### src/rtl/imem_boot_pkg.sv
// imem_boot_pkg: shared state encoding and stream-format constants for the imem boot loader.
package imem_boot_pkg;
    typedef enum logic [2:0] {S_IDLE, S_LEN_HI, S_LEN_LO, S_DATA, S_CHECK, S_DONE, S_ERR} state_e;
    localparam int LEN_BYTES  = 2;
    localparam int CSUM_WIDTH = 8;
    localparam int CNT_BITS   = LEN_BYTES * 8;
    function automatic int max_words(input int addr_width);
        return 1 << (addr_width - 2);
    endfunction
endpackage

### src/rtl/imem_boot_loader_packer.sv
// byte_word_packer: shifts bytes first-to-MSB into 32-bit words and flags the byte completing a word.
module byte_word_packer (
    input  logic        clk,
    input  logic        rst,
    input  logic        clr,
    input  logic        in_valid,
    input  logic [7:0]  in_byte,
    output logic [31:0] word,
    output logic        word_valid
);
    logic [23:0] shift_q;
    logic [1:0]  cnt_q;
    // The completed word is presented combinationally so the top can register the write on the same edge.
    assign word       = {shift_q, in_byte};
    assign word_valid = in_valid && cnt_q == 2'd3;
    always_ff @(posedge clk or posedge rst) begin
        if (rst) begin
            shift_q <= '0;
            cnt_q   <= '0;
        end else if (clr) begin
            shift_q <= '0;
            cnt_q   <= '0;
        end else if (in_valid) begin
            shift_q <= {shift_q[15:0], in_byte};
            cnt_q   <= cnt_q + 2'd1;
        end
    end
endmodule

### src/rtl/imem_boot_loader.sv
// imem_boot_loader: parses a length-prefixed byte stream, writes packed words into imem,
// verifies an XOR checksum and holds the CPU until a good image is loaded.
module imem_boot_loader
    import imem_boot_pkg::*;
#(
    parameter int IMEM_ADDR_WIDTH = 10,
    parameter int CNT_WIDTH       = CNT_BITS
) (
    input  logic                       clk,
    input  logic                       rst,
    input  logic                       start,
    input  logic [7:0]                 rx_data,
    input  logic                       rx_valid,
    output logic                       rx_ready,
    output logic                       imem_we,
    output logic [31:0]                imem_waddr,
    output logic [31:0]                imem_wdata,
    output logic                       cpu_hold,
    output logic                       busy,
    output logic                       done,
    output logic                       err,
    output logic [IMEM_ADDR_WIDTH-2:0] words_loaded
);
    localparam logic [CNT_WIDTH-1:0] MAX_N = CNT_WIDTH'(max_words(IMEM_ADDR_WIDTH));

    state_e                     state_q;
    logic [7:0]                 len_hi_q;
    logic [CNT_WIDTH-1:0]       len_q;
    logic [CSUM_WIDTH-1:0]      csum_q;
    logic [IMEM_ADDR_WIDTH-2:0] words_q;
    logic [IMEM_ADDR_WIDTH-2:0] words_d;
    logic [31:0]                waddr_q;
    logic [31:0]                wdata_q;
    logic                       we_q;
    logic                       hold_q;
    logic                       busy_q;
    logic                       done_q;
    logic                       err_q;
    logic [CNT_WIDTH-1:0]       len_in;
    logic                       can_start;
    logic                       accept;
    logic                       pack_valid;
    logic [31:0]                word;
    logic                       word_valid;

    assign rx_ready     = state_q inside {S_LEN_HI, S_LEN_LO, S_DATA, S_CHECK};
    assign can_start    = start && state_q inside {S_IDLE, S_DONE, S_ERR};
    assign accept       = rx_valid && rx_ready;
    assign pack_valid   = accept && state_q == S_DATA;
    assign len_in       = CNT_WIDTH'({len_hi_q, rx_data});
    assign words_d      = words_q + 1'b1;
    assign imem_we      = we_q;
    assign imem_waddr   = waddr_q;
    assign imem_wdata   = wdata_q;
    assign cpu_hold     = hold_q;
    assign busy         = busy_q;
    assign done         = done_q;
    assign err          = err_q;
    assign words_loaded = words_q;

    byte_word_packer u_packer (
        .clk       (clk),
        .rst       (rst),
        .clr       (can_start),
        .in_valid  (pack_valid),
        .in_byte   (rx_data),
        .word      (word),
        .word_valid(word_valid)
    );

    always_ff @(posedge clk or posedge rst) begin
        if (rst) begin
            state_q  <= S_IDLE;
            len_hi_q <= '0;
            len_q    <= '0;
            csum_q   <= '0;
            words_q  <= '0;
            waddr_q  <= '0;
            wdata_q  <= '0;
            we_q     <= 1'b0;
            hold_q   <= 1'b0;
            busy_q   <= 1'b0;
            done_q   <= 1'b0;
            err_q    <= 1'b0;
        end else begin
            we_q <= 1'b0;
            case (state_q)
                S_IDLE, S_DONE, S_ERR: if (start) begin
                    state_q <= S_LEN_HI;
                    csum_q  <= '0;
                    words_q <= '0;
                    done_q  <= 1'b0;
                    err_q   <= 1'b0;
                    hold_q  <= 1'b1;
                    busy_q  <= 1'b1;
                end
                S_LEN_HI: if (accept) begin
                    len_hi_q <= rx_data;
                    state_q  <= S_LEN_LO;
                end
                S_LEN_LO: if (accept) begin
                    len_q <= len_in;
                    if (len_in > MAX_N) begin
                        state_q <= S_ERR;
                        err_q   <= 1'b1;
                        busy_q  <= 1'b0;
                    end else begin
                        state_q <= len_in == '0 ? S_CHECK : S_DATA;
                    end
                end
                S_DATA: if (accept) begin
                    csum_q <= csum_q ^ rx_data;
                    if (word_valid) begin
                        we_q    <= 1'b1;
                        waddr_q <= 32'({words_q[IMEM_ADDR_WIDTH-3:0], 2'b00});
                        wdata_q <= word;
                        words_q <= words_d;
                        if (CNT_WIDTH'(words_d) == len_q) state_q <= S_CHECK;
                    end
                end
                S_CHECK: if (accept) begin
                    busy_q <= 1'b0;
                    if (rx_data == csum_q) begin
                        state_q <= S_DONE;
                        done_q  <= 1'b1;
                        hold_q  <= 1'b0;
                    end else begin
                        state_q <= S_ERR;
                        err_q   <= 1'b1;
                    end
                end
                default: state_q <= S_IDLE;
            endcase
        end
    end
endmodule

### config.mk
export PLATFORM = sky130hd
export DESIGN_NAME = imem_boot_loader
export DESIGN_NICKNAME = d
export VERILOG_FILES = /design/src/rtl/imem_boot_pkg.sv /design/src/rtl/imem_boot_loader_packer.sv /design/src/rtl/imem_boot_loader.sv
export SDC_FILE = /design/constraint.sdc
export NUM_CORES = 1
export LEC_CHECK = 0
export CAP_MARGIN = 20
export CORE_ASPECT_RATIO = 0.7
export CORE_MARGIN = 2
export CORE_UTILIZATION = 45
export CTS_BUF_LIST = sky130_fd_sc_hd__clkbuf_16
export DETAILED_ROUTE_END_ITERATION = 16
export HOLD_SLACK_MARGIN = 0.03
export PLACE_DENSITY = 0.7
export SLEW_MARGIN = 20
export SYNTH_ARGS = -nofsm -noshare
export SYNTH_HDL_FRONTEND = slang
export SYNTH_SLANG_ARGS = --single-unit
export TNS_END_PERCENT = 50
### constraint.sdc
create_clock -name clk -period 5.4 [get_ports clk]
set_clock_uncertainty 0.15 [all_clocks]
set_input_delay 0.81 -clock clk [delete_from_list [all_inputs] [get_ports clk]]
set_output_delay 0.81 -clock clk [all_outputs]
set_load 0.02 [all_outputs]
==> metrics.txt <==
sequential-to-total area share from yosys stat 54.1%; Post-Place Setup Slack 1.62 ns; CTS tree yes; syn avg cell area 9.98 sq um; PwrDens 518 nW/um^2; Post-Synth XOR/XNOR Area 3.79%; CTS buffer count 17; Reg clk slew, reported paths 0.05 ns; H-tree depth 4; Initial Util 45.9%; final hold viol count 0; share of post-route cells with drive strength above 1 13.3%; post-synth top area share a little over half; initial antenna violation count 0; row count 33; Mapped Cells 533; total global-route track usage between 20% and 30%; Synth Area in Simple Gates approximately 18%; dpl hpwl 7710 microns; # DRC 0; Pleak about 0.0030 uW; first-pass GRT wire length just under 20,000 microns; leading cell type in the layout, fill and taps excluded nand2_1; vias per inst 5.25; mux contribution to synthesized area 8.44%; Worst EP required approximately 5.5 ns; CP arrival 3.53 ns; Fillers 1,007; outcome completed; Synth Area in Adders less than 1%; Crit Path Class in -> reg; Distinct cells, synth 52; post-CTS resize count 0; slew margin rel. 24.3%; Worst-Skew Late Latency 0.41 ns; Tcrit/Tclk final a little over three fifths; Seq cells post-synth 115; CTS max path bufs 2; DRT Pass-1 Iters 6; CP Launch Type input pin; Post-synth top flop dfrtp_1; RSZ-0062 raised after global routing no; Synthesis Warnings 0; max frequency 292 MHz; largest net degree at the start of global routing 88; crit end category flip-flop; Slew @ Worst Pin 1.13 ns; type of the most critical hold path reg -> reg; total setup buffers inserted after CTS 0; Tot Pwr between 3000 and 4000 uW; Setup TNS 0 ns; Die X around 130 microns; hold buffers post-CTS 0; Port Buf Inserts 66; vias in the first global route about 3,900; drt total wl 11,800 microns; Clock Sinks 115; die area approximately 13,000 sq um; Routed Antenna Nets 0; CTS root buf clkbuf_16; Placeable Area 11,600 sq um; Avg WL per Cell ~15 microns; Final WS setup 1.98 ns; worst hold slack 0.312 ns; 1st-iter DRT viols 314; Netlist Area Pre-Place 5320 sq um; Util after Layout 56.7%; GP Congestion 0.821; Layout area overhead 23.7%; ys async rst share 100%; main combinational cell family by area after synthesis simple AND/OR/NAND/NOR gates; GRT Residual Overflow 0; MaxCap Viol Count 0; fin crit period ~3.4 ns; Ports 91; Register Area 2880 sq um; die height 95.0 microns; number of diodes 0; multi-input combinational cell area 2210 sq um; Worst VDD drop between 200 and 300 uV; area leader, netlist dfrtp_1; most frequent cells in the layout nand2_1, dfrtp_1, clkdlybuf4s50_1; number of synthesized flops with an enable pin 0; Slew Limit Fails 0; via count 4,018; final net count 609; top post-synthesis cells by area dfrtp_1, nand2_1, mux2_2; endpoints failing setup 0; Synth Area in Compound Gates 9.43%; Critical Path Fanout Max 54
-- critical path, stage by stage --
cell and delay [ns]:
clkdlybuf4s50_1 0.65, and4b_1 0.24, buf_4 0.30, nand2_4 0.39
inv_2 0.57, nor2_2 0.17, o21ai_0 0.25, o31ai_1 0.11
-- per-stage QoR --
| stage | std cells | instance area (sq um) |
|---|---|---|
| final | 765 | 6580 |
| after global routing | 765 | 6580 |
| after CTS | 765 | 6580 |
| after detailed placement | 733 | 5990 |
| after global placement | 733 | 5990 |
| after floorplan | 556 | 5410 |
-- area by class of cell --
class | instances | area share, %
Sequential cell | 115 | 43.7
Timing Repair Buffer | 69 | 10.4
Clock inverter | 15 | 2.49
Multi-Input combinational cell | 386 | 33.5
Inverter | 6 | 0.418
Clock buffer | 17 | 6.46
Tap cell | 157 | 2.98
-- registers in the layout, summed over array words and instances (netlist names), 2 cells and up --
| signal | flops |
|---|---|
| len_hi_q | 8 |
| csum_q | 8 |
| u_packer.shift_q | 24 |
| state_q | 3 |
| u_packer.cnt_q | 2 |
| imem_waddr | 8 |
| imem_wdata | 32 |
| words_loaded | 9 |
| len_q | 16 |
-- synthesized netlist by cell type (2+ instances only) --
| cell type | count |
|---|---|
| and2_0 | 2 |
| o31ai_1 | 4 |
| nand2_1 | 141 |
| buf_4 | 27 |
| a21oi_2 | 2 |
| o21ai_0 | 33 |
| nor2b_1 | 2 |
| mux2_2 | 39 |
| nand3_1 | 6 |
| nor4_1 | 6 |
| clkbuf_1 | 10 |
| inv_1 | 5 |
| a21oi_1 | 30 |
| a31oi_1 | 2 |
| nor3_1 | 3 |
| nor2_1 | 26 |
| nor4_2 | 2 |
| ha_1 | 2 |
| xor2_1 | 3 |
| dfrtp_1 | 115 |
| buf_2 | 11 |
| nand3b_1 | 2 |
| xnor2_1 | 20 |
| nand2b_1 | 3 |
| and3_1 | 5 |
| nand4_1 | 6 |
-- power breakdown --
part | switching, uW | total, uW | internal [uW]
Combinational | 496 | 937 | 441
Sequential | 232 | 1360 | 1120
Clock | 399 | 1120 | 720
-- layer usage --
layer	track usage, %	wire length [microns]	up-vias
met4	7.18	145	0
met3	5.05	688	13
met1	29.1	5780	1986
li1	-	-	1878
met5	0	0	-
met2	29.5	5220	141
-- worst paths after layout --
| check | end | slack [ns] | from | cells after the start |
|---|---|---|---|---|
| worst max-delay path | words_loaded[3] | 1.98 | rx_valid | 8 |
| worst min-delay path | imem_wdata[25] | 0.31 | u_packer.shift_q[17] | 2 |
| worst max register to register | words_loaded[3] | 2.35 | state_q[0] | 7 |
| worst min register to register | imem_wdata[25] | 0.31 | u_packer.shift_q[17] | 2 |
| max in group asynchronous | csum_q[1] | 3.40 | rst | 3 |
| min in group asynchronous | imem_wdata[27] | 0.77 | rst | 2 |
-- cell families after synthesis --
group                    after synthesis
buffers and inverters                 55
other                                  1
multiplexers                          40
AND/OR/NAND/NOR                      212
adder cells (fa/ha/maj)                2
XOR/XNOR                              23
AO/OA/AOI/OAI                         85
flip-flops                           115
(Power assumes the default switching activity.)
